File: src/rtl/byte_serial_mem_transfer.sv
// byte_serial_mem_transfer
// Moves one multi-byte word between the datapath and a byte-wide memory,
// one byte per clock, behind a single Start/Done handshake.
//
// Build option: define TRANSFER_BIG_ENDIAN_EN to reverse the byte order
// within the N-byte field (address Addr+i carries word byte N-1-i).
// Without it the transfer is little-endian (Addr+i carries word byte i).
// Timing and handshake are the same in both builds.
//
// Handshake: Start is sampled only while Busy=0. A Start seen at a clock edge
// in IDLE is accepted at that edge and Busy rises for the following cycle.
// Start while Busy=1 is ignored (no queuing). Done is a single-cycle pulse in
// the last busy cycle; RData and AddrWrap are stable from Done until the next
// accepted Start.
//
// Debug: Dbg_State exposes the FSM state (0=IDLE, 1=XFER, 2=DRAIN, 3=DONE).

module byte_serial_mem_transfer #(
    parameter int WORD_BYTES = 4,
    parameter int ADDR_W     = 16,
    localparam int LEN_W     = $clog2(WORD_BYTES + 1),
    localparam int DATA_W    = 8 * WORD_BYTES
) (
    input  logic              Clock,
    input  logic              Reset,
    input  logic              Start,
    input  logic              Dir,
    input  logic [LEN_W-1:0]  Len,
    input  logic [ADDR_W-1:0] Addr,
    input  logic [DATA_W-1:0] WData,
    output logic              Busy,
    output logic              Done,
    output logic [DATA_W-1:0] RData,
    output logic              AddrWrap,
    output logic [ADDR_W-1:0] Mem_Address,
    output logic [7:0]        Mem_Data,
    output logic              Mem_WR,
    output logic              Mem_CS,
    input  logic [7:0]        MemIn,
    output logic [1:0]        Dbg_State
);

    typedef enum logic [1:0] {
        S_IDLE  = 2'd0,
        S_XFER  = 2'd1,
        S_DRAIN = 2'd2,
        S_DONE  = 2'd3
    } state_t;

    state_t r_state;
    state_t w_next_state;

    // Latched transfer parameters
    logic [ADDR_W-1:0] r_addr;
    logic              r_dir;
    logic [DATA_W-1:0] r_wdata;
    logic [LEN_W-1:0]  r_len;

    // Byte index of the access issued in the current XFER cycle
    logic [LEN_W-1:0]  r_idx;

    // Result registers
    logic [DATA_W-1:0] r_rdata;
    logic              r_wrap;

    // Derived combinational signals
    logic [LEN_W-1:0]  w_eff_len;
    logic [LEN_W-1:0]  w_last_idx;
    logic [LEN_W-1:0]  w_wr_pos;
    logic [LEN_W-1:0]  w_cap_idx;
    logic [LEN_W-1:0]  w_cap_pos;
    logic              w_cap_en;
    logic [ADDR_W-1:0] w_cur_addr;
    logic [7:0]        w_wr_byte;
    logic              w_start_ok;

    assign RData     = r_rdata;
    assign AddrWrap  = r_wrap;
    assign Dbg_State = r_state;

    // Effective length: 0 or anything above WORD_BYTES means a full word
    always_comb begin
        w_eff_len = LEN_W'(WORD_BYTES);
        if ((Len != '0) && (Len <= LEN_W'(WORD_BYTES))) begin
            w_eff_len = Len;
        end
    end

    // Address and byte-lane selection for the access being issued, and for
    // the read byte being captured (which trails the issue by one cycle)
    always_comb begin
        w_last_idx = r_len - LEN_W'(1);
        w_cur_addr = r_addr + ADDR_W'(r_idx);
        // In DRAIN the outstanding byte is the last one issued
        if (r_state == S_DRAIN) begin
            w_cap_idx = w_last_idx;
        end else begin
            w_cap_idx = r_idx - LEN_W'(1);
        end
`ifdef TRANSFER_BIG_ENDIAN_EN
        w_wr_pos  = w_last_idx - r_idx;
        w_cap_pos = w_last_idx - w_cap_idx;
`else
        w_wr_pos  = r_idx;
        w_cap_pos = w_cap_idx;
`endif
        w_cap_en = ((r_state == S_XFER) && !r_dir && (r_idx != '0))
                 || (r_state == S_DRAIN);
    end

    // Pick the outgoing write byte from the latched word
    always_comb begin
        w_wr_byte = 8'h00;
        for (int b = 0; b < WORD_BYTES; b++) begin
            if (w_wr_pos == LEN_W'(b)) begin
                w_wr_byte = r_wdata[8*b +: 8];
            end
        end
    end

    // FSM state register
    always_ff @(posedge Clock or negedge Reset) begin
        if (!Reset) begin
            r_state <= S_IDLE;
        end else begin
            r_state <= w_next_state;
        end
    end

    // FSM next-state and memory-port outputs; the port is quiet outside XFER
    always_comb begin
        w_next_state = r_state;
        w_start_ok   = 1'b0;
        Busy         = (r_state != S_IDLE);
        Done         = 1'b0;
        Mem_CS       = 1'b0;
        Mem_WR       = 1'b0;
        Mem_Address  = '0;
        Mem_Data     = 8'h00;
        case (r_state)
            S_IDLE: begin
                if (Start) begin
                    w_start_ok   = 1'b1;
                    w_next_state = S_XFER;
                end
            end
            S_XFER: begin
                Mem_CS      = 1'b1;
                Mem_WR      = r_dir;
                Mem_Address = w_cur_addr;
                if (r_dir) begin
                    Mem_Data = w_wr_byte;
                end
                if (r_idx == w_last_idx) begin
                    // Reads need one more cycle for the final byte to return
                    w_next_state = r_dir ? S_DONE : S_DRAIN;
                end
            end
            S_DRAIN: begin
                w_next_state = S_DONE;
            end
            S_DONE: begin
                Done         = 1'b1;
                w_next_state = S_IDLE;
            end
            default: begin
                w_next_state = S_IDLE;
            end
        endcase
    end

    // Datapath: latch request, step the byte index, track wrap, capture reads
    always_ff @(posedge Clock or negedge Reset) begin
        if (!Reset) begin
            r_addr  <= '0;
            r_dir   <= 1'b0;
            r_wdata <= '0;
            r_len   <= '0;
            r_idx   <= '0;
            r_rdata <= '0;
            r_wrap  <= 1'b0;
        end else if (w_start_ok) begin
            r_addr  <= Addr;
            r_dir   <= Dir;
            r_wdata <= WData;
            r_len   <= w_eff_len;
            r_idx   <= '0;
            r_rdata <= '0;
            r_wrap  <= 1'b0;
        end else begin
            if (r_state == S_XFER) begin
                r_idx <= r_idx + LEN_W'(1);
                // A modular address below the base means we passed the top
                if (w_cur_addr < r_addr) begin
                    r_wrap <= 1'b1;
                end
            end
            if (w_cap_en) begin
                for (int b = 0; b < WORD_BYTES; b++) begin
                    if (w_cap_pos == LEN_W'(b)) begin
                        r_rdata[8*b +: 8] <= MemIn;
                    end
                end
            end
        end
    end

endmodule
File: config.mk
export PLATFORM = sky130hd
export DESIGN_NAME = byte_serial_mem_transfer
export DESIGN_NICKNAME = d
export VERILOG_FILES = /design/src/rtl/byte_serial_mem_transfer.sv
export SDC_FILE = /design/constraint.sdc
export NUM_CORES = 1
export LEC_CHECK = 0
export CORE_MARGIN = 4
export CORE_UTILIZATION = 30
export DETAILED_ROUTE_END_ITERATION = 12
export SYNTH_ARGS = -nofsm -noshare
export SYNTH_HDL_FRONTEND = slang
export SYNTH_SLANG_ARGS = --single-unit
File: constraint.sdc
create_clock -name Clock -period 3.5 [get_ports Clock]
set_clock_uncertainty 0.15 [all_clocks]
set_input_delay 0.525 -clock Clock [delete_from_list [all_inputs] [get_ports Clock]]
set_output_delay 0.525 -clock Clock [all_outputs]
set_load 0.005 [all_outputs]
[Word level (Yosys, flattened, before mapping)]
Index checks and enable logic that the tools add are counted.
Storage, ports and cells
  bits of input ports: 63
  output and inout port bits: 63
  register bits: 90
Operators by class
  reduce and logical (&&, ||, !) cells: 24
  $lt $le $gt $ge: 2
  $add $sub $neg: 4
  multiplexer cells: 29
  equality and inequality tests: 12
Operators by type and width (count)
  $mux 8: 10
  $mux 32: 2
  $add 16x3->16: 1
  $lt 16x16->1: 1
  $mux 16: 1
  $reduce_bool 2->1: 8
  $eq 3x2->1 const B: 4
  $mux 3: 4
  $reduce_and 2->1: 6
  $mux 1: 9
  $pmux 2 s4: 1
  $eq 3x1->1 const B: 2
  $logic_not 3->1: 2
  $reduce_bool 3->1: 2
  $sub 3x1->3 const B: 2
  $eq 2x2->1 const B: 2
  $mux 2: 2
  $add 3x1->3 const B: 1
  $eq 3x3->1: 1
  $le 3x3->1 const B: 1
  $logic_and 1x1->1: 3
  $eq 2x1->1 const B: 1
  $logic_not 2->1: 1
  $ne 2x1->1 const B: 1
  3 further kinds: 3

[Longest topological paths before layout]
Gate-level depths: netlist of the first run.
  depth in word-level cells: 7
  mapped depth: 13
  mapped depth without buffers: 13

[Least setup slack after synthesis of the first run]
OpenSTA, ideal clock, no wires.
  path kind: register to register
  from: reg r_idx[0]
  to: reg r_wrap, in the netlist AddrWrap
  path buffers: 0
  required time: 3.229 ns
  cell stages (with the launch flop): 14
  clock period less this slack: 3.044 ns
  arrival: 2.773 ns
  slack: 0.456 ns
  library setup time: 0.121 ns
  path through: dfrtp_1 -> ha_1 -> inv_1 -> fa_1 -> inv_1 -> a21oi_1 -> or3_1 -> nor3_1 -> ha_1 -> xnor2_1 -> nor2_1 -> nor4b_1 -> o211ai_1 -> a22o_1
Between the ends
  cells in the longest elaborated chain, start to end: 4
RTL lines
  from (decl): line 60  | logic [LEN_W-1:0] r_idx;
  from (signal assigned): line 192  | r_idx <= r_idx + LEN_W'(1);
  $add 16x3->16: line 93  | w_cur_addr = r_addr + ADDR_W'(r_idx);
  $lt 16x16->1: line 194  | if (w_cur_addr < r_addr) begin
  $reduce_bool 2->1 (no source line)
  $reduce_and 2->1 (no source line)
  to (signal assigned): line 181  | r_wrap <= 1'b0;
  to (signal assigned): line 189  | r_wrap <= 1'b0;
  to (signal assigned): line 195  | r_wrap <= 1'b1;
  to (decl): line 64  | logic r_wrap;
Every way passes these cells.
A chain may end at the register's enable or synchronous reset.

[Worst setup path in the final report of the first run]
  from: reg r_idx[1]
  to: out Mem_Address[13]
Between the ends
  cells in the longest elaborated chain, start to end: 2
RTL lines
  $add 16x3->16: line 93
  $mux 16: line 140  | case (r_state)
  to (decl): line 35  | output logic [ADDR_W-1:0] Mem_Address,
Every way passes these cells.

==> results of run 1 <==
[worst paths after layout]
path | start | endpoint | slack, ns | cells after the start
setup reg to reg | r_addr[0] | AddrWrap | 0.30 | 14
max in group asynchronous | Reset | r_addr[14] | 2.49 | 2
min in group Clock | RData[8] | RData[8] | 0.35 | 1
setup / recovery | r_idx[1] | Mem_Address[13] | 0.09 | 7
hold / removal | Reset | r_wdata[16] | 0.04 | 1
hold reg to reg | RData[8] | RData[8] | 0.35 | 1
[what timing repair did]
item                                    in CTS  in global routing
endpoints found under the setup margin       3                 12
gates resized for setup                      8                  5
buffers inserted                             1                  1
hold endpoints to repair                     0                  0
pin swaps                                    2                  0
[worst register-to-register path: stages, from the launching register on]
cell and delay, ns:
dfrtp_1 0.35, ha_2 0.18, inv_1 0.05, fa_2 0.37
inv_1 0.08, a21oi_2 0.08, or3_4 0.40, nor3_2 0.17
ha_1 0.28, buf_4 0.15, xnor2_1 0.14, nor2_1 0.11
nor4b_1 0.24, o211ai_1 0.14, a22o_1 0.20
[metal layers]
layer / vias up / wire length [µm] / track usage [%]
met3: 11 / 717 / 4.65
met1: 1774 / 5440 / 17.9
li1: 1769 / - / -
met5: - / 0 / 0
met4: 0 / 170 / 4.41
met2: 74 / 6170 / 23.6
[cell type report]
cell class,instances,area share [%]
well taps,211,3.96
inverters,26,1.46
repair buffers,135,20.0
multi-input cells,305,36.1
clock inverters,3,0.657
clock buffers,13,4.06
flip-flops and latches,90,33.8
[sequential cells by signal, summed over array words and instances (netlist names)]
register   cells
r_idx          3
r_wdata       32
r_dir          1
AddrWrap       1
Dbg_State      2
r_addr        16
r_len          3
RData         32
[where the power goes]
part	switching, µW	internal [µW]
Clock	409	614
Sequential	347	1580
Combinational	1450	1720
Total	2210	3910
[logic make-up after synthesis]
group | share of synthesized area [%]
flip-flops | 47.2
AND/OR/NAND/NOR | 12.7
multiplexers | 17.8
XOR/XNOR | 3.12
AO/OA/AOI/OAI | 9.23
adder cells (fa/ha/maj) | 6.45
buffers and inverters | 3.51
[cells in the mapped netlist, types with 9 or more instances]
cell / number
inv_1: 26
mux2_2: 71
ha_1: 23
xnor2_1: 11
clkbuf_1: 12
a21oi_1: 17
nor2b_1: 9
nor2_1: 27
o21ai_0: 27
dfrtp_1: 90
and2_1: 16
nand2_1: 42
[cell usage in the layout (no fill, tap or decap), types with 2 or more instances in the layout]
master,count
mux2_2,71
or3_1,2
mux2i_1,5
inv_1,26
a21oi_2,2
a21oi_1,16
and2_1,15
nor2_2,4
ha_2,2
a22oi_1,8
xnor2_1,11
nand2_1,42
nand3_1,3
ha_1,20
xor2_1,6
o31ai_1,3
a211oi_1,2
nor2b_1,9
nand3b_1,2
nor2_1,27
clkdlybuf4s50_1,121
dlygate4sd2_1,3
buf_4,10
nand4_1,2
clkbuf_16,9
clkbuf_8,3
o21ai_0,27
dfrtp_1,90
[per-stage QoR]
| step | total power (µW) | setup slack [ns] | setup TNS, ns | area, µm² |
|---|---|---|---|---|
| floorplan | 3790 | 0.456 | 0 | 4770 |
| global placement | 5000 | 0.150 | 0 | 6290 |
| detailed placement | 5090 | 0.0967 | 0 | 6290 |
| CTS | 6160 | 0.0521 | 0 | 6630 |
| global route | 6620 | -0.0125 | -0.0214 | 6660 |
| finish | 6120 | 0.0864 | 0 | 6660 |
==> flow_summary.rst, run 1 <==
.. list-table::
   :header-rows: 1

   * - Metric
     - Value
   * - Run status
     - completed
   * - Multi-input gate area
     - 0.00240 mm²
   * - Finished Layout Cells
     - about 780
   * - Mapped Area
     - 0.00477 mm²
   * - Largest net degree at the start of global routing
     - 47
   * - Number of endpoints with negative hold slack in the final report
     - 0
   * - Type of origin of the critical path
     - register
   * - Wire length of the first global-routing pass
     - 20600 µm
   * - Final weighted congestion of routability-driven global placement
     - 0.839
   * - Placed cells
     - around 770
   * - Clock transition at the registers of the reported paths
     - 0.06 ns
   * - Top cells by area, synth
     - dfrtp_1, mux2_2, ha_1, nand2_1, o21ai_0
   * - Starting density of the core
     - slightly above 30%
   * - Area used by sequential logic in the layout
     - ~0.0023 mm²
   * - Top FF cell, synth
     - dfrtp_1
   * - Delay-heaviest family, CP
     - buffers and inverters
   * - Required time of the worst setup path
     - about 2.8 ns
   * - Area Overhead vs Synth
     - 39.6%
   * - Number of DRC markers after the initial detailed-route iteration
     - between 100 and 150
   * - Synthesized flop and latch total
     - 90
   * - Count of warnings emitted by yosys
     - 0
   * - Detailed-route via count
     - 3628
   * - Number of sinks handled by clock tree synthesis
     - 90
   * - Ports placed on the boundary
     - around 130
   * - Leak Pwr
     - 0.00275 µW
   * - Sequential share of the synthesized area
     - about 47%
   * - Maximum net fanout on the critical path
     - 8
   * - Post-detailed-placement half-perimeter wirelength
     - 9210 µm
   * - Final wirelength
     - 12500 µm
   * - Post-synth EDFFs
     - 0
   * - Vertical die dimension
     - ~130 µm
   * - Critical Path Sink Type
     - output port
   * - Total nets after synthesis
     - 526
   * - Number of global-route vias before repair
     - ~4100
   * - Die X-Extent
     - 134 µm
   * - Post-DRT Antenna Nets
     - 0
   * - CTS HTree Levels
     - 3
   * - Final-layout worst hold slack
     - 0.0382 ns
   * - CP Class
     - register to output port
   * - Mapped Cells
     - around 440
   * - Count of final max-slew check failures
     - 0
   * - Clk Latency, worst-skew pair
     - ~0.34 ns
   * - Layout filler cell count
     - ~1500
   * - Async set or reset register ratio after synthesis
     - between 90% and 100%
   * - Library cell with the largest summed area after synthesis
     - dfrtp_1
   * - Maximum buffer depth of the clock tree
     - 2
   * - Critical path cell sequence
     - buf_4, ha_1, nand3_4, a211o_4, or3_1, a21boi_1, clkdlybuf4s50_1
   * - Slew margin rel.
     - roughly three fifths
   * - Number of nets in the layout
     - 654
   * - Worst hold-check path type
     - input pin to async pin
   * - End-of-flow core utilization
     - 43.4%
   * - Vias per inst
     - 4.63
   * - Fin crit period
     - 3.41 ns
   * - Standard cell with the maximum stage delay on the critical path
     - clkdlybuf4s50_1
   * - WL/cell
     - 16.0 µm
   * - Count of buffer and inverter cells on the critical path
     - 2
   * - Input/output buffers
     - 125
   * - Share of the synthesized area in the top cell type
     - a little under half
   * - Worst IR Drop VDD
     - 359 µV
   * - Count of distinct cell types in the synthesized netlist
     - 46
   * - Std-Cell Core Area
     - 0.0154 mm²
   * - Overflow left after global routing
     - 0
   * - Num CTS Buffers
     - 9
   * - Ratio of final minimum period to clock period
     - 97.5%
   * - Power per cell area
     - 918 mW/mm²
   * - Setup-failing EPs final
     - 0
   * - Slew at the pin with the worst max-slew slack
     - around 0.62 ns
   * - CTS tree
     - done
   * - Die ar.
     - about 0.018 mm²
   * - Max Clock Freq
     - between 200 and 300 MHz
   * - Total inserted antenna cells
     - 0
   * - DRC Markers
     - 0
   * - Drt pass-1 iters
     - 4
   * - Number of violations of the max-capacitance limit
     - 0
   * - Synthesized area divided by synthesized cell count
     - 10.9 µm²
   * - Layout cell share with drive strength beyond 1
     - 20.6%
   * - Overall global routing resource usage
     - between 10% and 20%
   * - Standard-cell row count
     - 45
   * - Crit-path max cell delay
     - 0.52 ns
   * - Antenna violations before repair
     - 0
   * - # hold bufs at CTS
     - 0
   * - Arrival time worst endpoint
     - 2.74 ns
   * - Root buffer cell
     - clkbuf_16
(Power assumes the default switching activity.)
==> run 2: changes to the inputs <==
--- a/config.mk
+++ b/config.mk
@@ -6,8 +6,9 @@
 export NUM_CORES = 1
 export LEC_CHECK = 0
 export CORE_MARGIN = 4
-export CORE_UTILIZATION = 30
+export CORE_UTILIZATION = 49
 export DETAILED_ROUTE_END_ITERATION = 12
+export PLACE_DENSITY = 0.92
 export SYNTH_ARGS = -nofsm -noshare
 export SYNTH_HDL_FRONTEND = slang
 export SYNTH_SLANG_ARGS = --single-unit
==> run 2 against run 1 <==
Clock power shrank 26%. First-iteration DRC count grew 10%. Routed wire length shrank 3.2%. Clock-buffer cell count shrank 3. Final area shrank 2.3%. Core utilization grew 26 points. Cell count shrank 10%. Register-to-register slack lost 0.14 ns. Combinational power is essentially flat.
==> flow_summary.rst, run 2 (synthesized netlist as in run 1, its figures left out) <==
.. list-table::
   :header-rows: 1

   * - Metric
     - Value
   * - Starting density of the core
     - 50.9% (was 31.1%)
   * - Type of origin of the critical path
     - register (unchanged)
   * - Detailed route wirelength on metal3
     - 705 µm (was 717 µm)
   * - Share of total power in combinational logic
     - 54.3% (was 51.8%)
   * - Relative contribution of the clock network to total power
     - 12.7% (was 16.7%)
   * - Final-layout worst hold slack
     - 0.0133 ns (was 0.0382 ns)
   * - Root buffer cell
     - clkbuf_8 (was clkbuf_16)
   * - Critical path's most frequent cell
     - inv_1
   * - Most frequent standard cell in the layout excluding fill and tap cells
     - clkdlybuf4s50_1 (unchanged)
   * - Count of final max-slew check failures
     - 0 (unchanged)
   * - Cell Int Power
     - 3670 µW (was 3910 µW)
   * - Crit-path max cell delay
     - 0.45 ns (was 0.52 ns)
   * - Overflow left after global routing
     - 0 (unchanged)
   * - Run status
     - completed (unchanged)
   * - Post-detailed-placement half-perimeter wirelength
     - 8870 µm (was 9210 µm)
   * - Standard-cell row count
     - 35 (was 45)
   * - Max Clock Freq
     - 294 MHz (was 293 MHz)
   * - Critical Path Sink Type
     - output port (unchanged)
   * - # hold bufs at CTS
     - 0 (unchanged)
   * - Wire length of the first global-routing pass
     - 19500 µm (was 20600 µm)
   * - Worst IR Drop VDD
     - 410 µV (was 359 µV)
   * - Number of sinks handled by clock tree synthesis
     - 90 (unchanged)
   * - Number of DRC markers after the initial detailed-route iteration
     - 141 (was 128)
   * - Critical path cell sequence
     - inv_1, fa_2, inv_1, a21oi_2, or3_4, buf_4, nor3_2, ha_1, nor2b_1, clkbuf_2 (was buf_4, ha_1, nand3_4, a211o_4, or3_1, a21boi_1, clkdlybuf4s50_1)
   * - Switching power as a share of total power
     - 37.7% (was 36.1%)
   * - Standard cell with the maximum stage delay on the critical path
     - dfrtp_1 (was clkdlybuf4s50_1)
   * - Final weighted congestion of routability-driven global placement
     - 0.898 (was 0.839)
   * - Drt pass-1 iters
     - 4 (unchanged)
   * - DRC Markers
     - 0 (unchanged)
   * - Layout cell share with drive strength beyond 1
     - 22.6% (was 20.6%)
   * - Slew margin rel.
     - 62.0% (was 58.6%)
   * - CTS HTree Levels
     - 3 (unchanged)
   * - Die X-Extent
     - 107 µm (was 134 µm)
   * - Worst hold-check path type
     - input pin to async pin (unchanged)
   * - Leak Pwr
     - 0.00269 µW (was 0.00275 µW)
   * - Most frequent cells in the layout
     - clkdlybuf4s50_1, dfrtp_1, mux2_2 (unchanged)
   * - Number of nets in the layout
     - 657 (was 654)
   * - Placed cells
     - 683 (was 765)
   * - Required time of the worst setup path
     - 2.82 ns (about the same)
   * - Fin crit period
     - 3.41 ns (about the same)
   * - Sequential fraction of design power
     - 33.0% (was 31.4%)
   * - CTS tree
     - done (unchanged)
   * - Total inserted antenna cells
     - 0 (unchanged)
   * - Number of global-route vias before repair
     - 4060 (was 4056)
   * - Detailed-route via count
     - 3749 (was 3628)
   * - Met2 Wirelength
     - 6260 µm (was 6170 µm)
   * - Number of endpoints with negative hold slack in the final report
     - 0 (unchanged)
   * - M1 wire length
     - 4930 µm (was 5440 µm)
   * - Arrival time worst endpoint
     - 2.73 ns (was 2.74 ns)
   * - Slew at the pin with the worst max-slew slack
     - 0.571 ns (was 0.621 ns)
   * - Power per cell area
     - 906 mW/mm² (was 918 mW/mm²)
   * - Vias per inst
     - 5.33 (was 4.63)
   * - Ratio of final minimum period to clock period
     - 97.3% (was 97.5%)
   * - Ports placed on the boundary
     - 126 (unchanged)
   * - Overall global routing resource usage
     - 21.5% (was 14.3%)
   * - Input/output buffers
     - 125 (unchanged)
   * - Uppermost signal routing layer after detailed routing
     - met4 (unchanged)
   * - Sw Pwr
     - 2230 µW (was 2210 µW)
   * - Std-Cell Core Area
     - 0.00937 mm² (was 0.0154 mm²)
   * - Clock transition at the registers of the reported paths
     - 0.10 ns (was 0.06 ns)
   * - Vertical die dimension
     - 107 µm (was 134 µm)
   * - Number of violations of the max-capacitance limit
     - 0 (unchanged)
   * - Delay-heaviest family, CP
     - adder cells (was buffers and inverters)
   * - Antenna violations before repair
     - 0 (unchanged)
   * - Area Overhead vs Synth
     - 36.4% (was 39.6%)
   * - CP Class
     - register to output port (unchanged)
   * - Setup-failing EPs final
     - 0 (unchanged)
   * - Num CTS Buffers
     - 9 (unchanged)
   * - Clk Latency, worst-skew pair
     - 0.36 ns (was 0.34 ns)
   * - Final wirelength
     - 12100 µm (was 12500 µm)
   * - Maximum buffer depth of the clock tree
     - 2 (unchanged)
   * - Post-DRT Antenna Nets
     - 0 (unchanged)
   * - Maximum net fanout on the critical path
     - 4 (was 8)
   * - Largest net degree at the start of global routing
     - 47 (unchanged)
   * - WL/cell
     - 17.2 µm (was 16.0 µm)
   * - Die ar.
     - 0.0114 mm² (was 0.0180 mm²)
   * - Finished Layout Cells
     - 704 (was 783)
   * - Count of buffer and inverter cells on the critical path
     - 4 (was 2)
-- run 2: changes by cell type in the layout (fill, tap and decap cells not counted), moves of 2 or more --
cell	delta
clkinv_4	+2
nor2_1	-3
ha_1	-2
clkinvlp_4	+2
clkbuf_16	-9
ha_4	+2
nor2_2	+2
clkbuf_8	+7
buf_4	+4
-- run 2: cell type report --
type / instances / area, µm²
Sequential cell: 90 / 2250
Timing Repair Buffer: 138 / 1340
Clock buffer: 10 / 138
Multi-Input combinational cell: 305 / 2450
Inverter: 26 / 97.6
Tap cell: 129 / 161
Clock inverter: 6 / 73.8
Fill cell: 704 / 2860
-- run 2: final timing paths --
path / startpoint / end / slack, ns / cells past startpoint
max: r_addr[1] / Mem_Address[14] / 0.09 / 10
min: Reset / r_wdata[27] / 0.01 / 1
max reg2reg: r_addr[1] / AddrWrap / 0.16 / 14
min reg2reg: r_wdata[12] / r_wdata[12] / 0.36 / 1
max in group asynchronous: Reset / Dbg_State[0] / 2.39 / 2
min in group Clock: r_wdata[12] / r_wdata[12] / 0.36 / 1
-- run 2: through the flow --
stage / setup TNS (ns) / util, % / power (µW) / cell area [µm²] / setup WS, ns
5_1_grt: -0.0294 / 69.5 / 6360 / 6510 / -0.0294
2_1_floorplan: 0 / - / 3790 / 4770 / 0.456
3_3_place_gp: 0 / 65.9 / 4870 / 6170 / 0.190
6_report: 0 / 69.5 / 5900 / 6510 / 0.0944
4_1_cts: 0 / 68.8 / 5820 / 6450 / 0.00186
3_5_place_dp: 0 / 65.9 / 5010 / 6170 / 0.100
-- run 2: power groups by stage --
| stage | logic [µW] | clock network [µW] | registers [µW] |
|---|---|---|---|
| global placement | 2960 | 0 | 1920 |
| floorplan | 1910 | 0 | 1880 |
| CTS | 3120 | 766 | 1940 |
| finish | 3200 | 752 | 1950 |
| detailed placement | 3060 | 0 | 1950 |
| global route | 3540 | 806 | 2020 |
-- run 2: repair_timing --
| action | in CTS | in global routing |
|---|---|---|
| endpoints found under the setup margin | 5 | 13 |
| gates resized for setup | 12 | 11 |
| hold endpoints to repair | 0 | 0 |
| setup buffers | 3 | 2 |
| pin swaps | 3 | 2 |
-- run 2: layer usage --
layer	global-route usage (%)	vias up
met5	0	-
li1	-	1777
met1	25.9	1842
met4	6.94	0
met2	37.7	110
met3	5.18	20
-- run 2: worst reg2reg max path: stages, from the launching register on --
cell,delay [ns]
dfrtp_1,0.45
inv_1,0.13
fa_2,0.43
inv_1,0.09
a21oi_2,0.09
or3_4,0.37
buf_4,0.15
nor3_2,0.14
ha_1,0.27
buf_4,0.15
xnor2_1,0.15
nor2_1,0.11
nor4b_1,0.22
o211ai_1,0.13
a22o_1,0.20
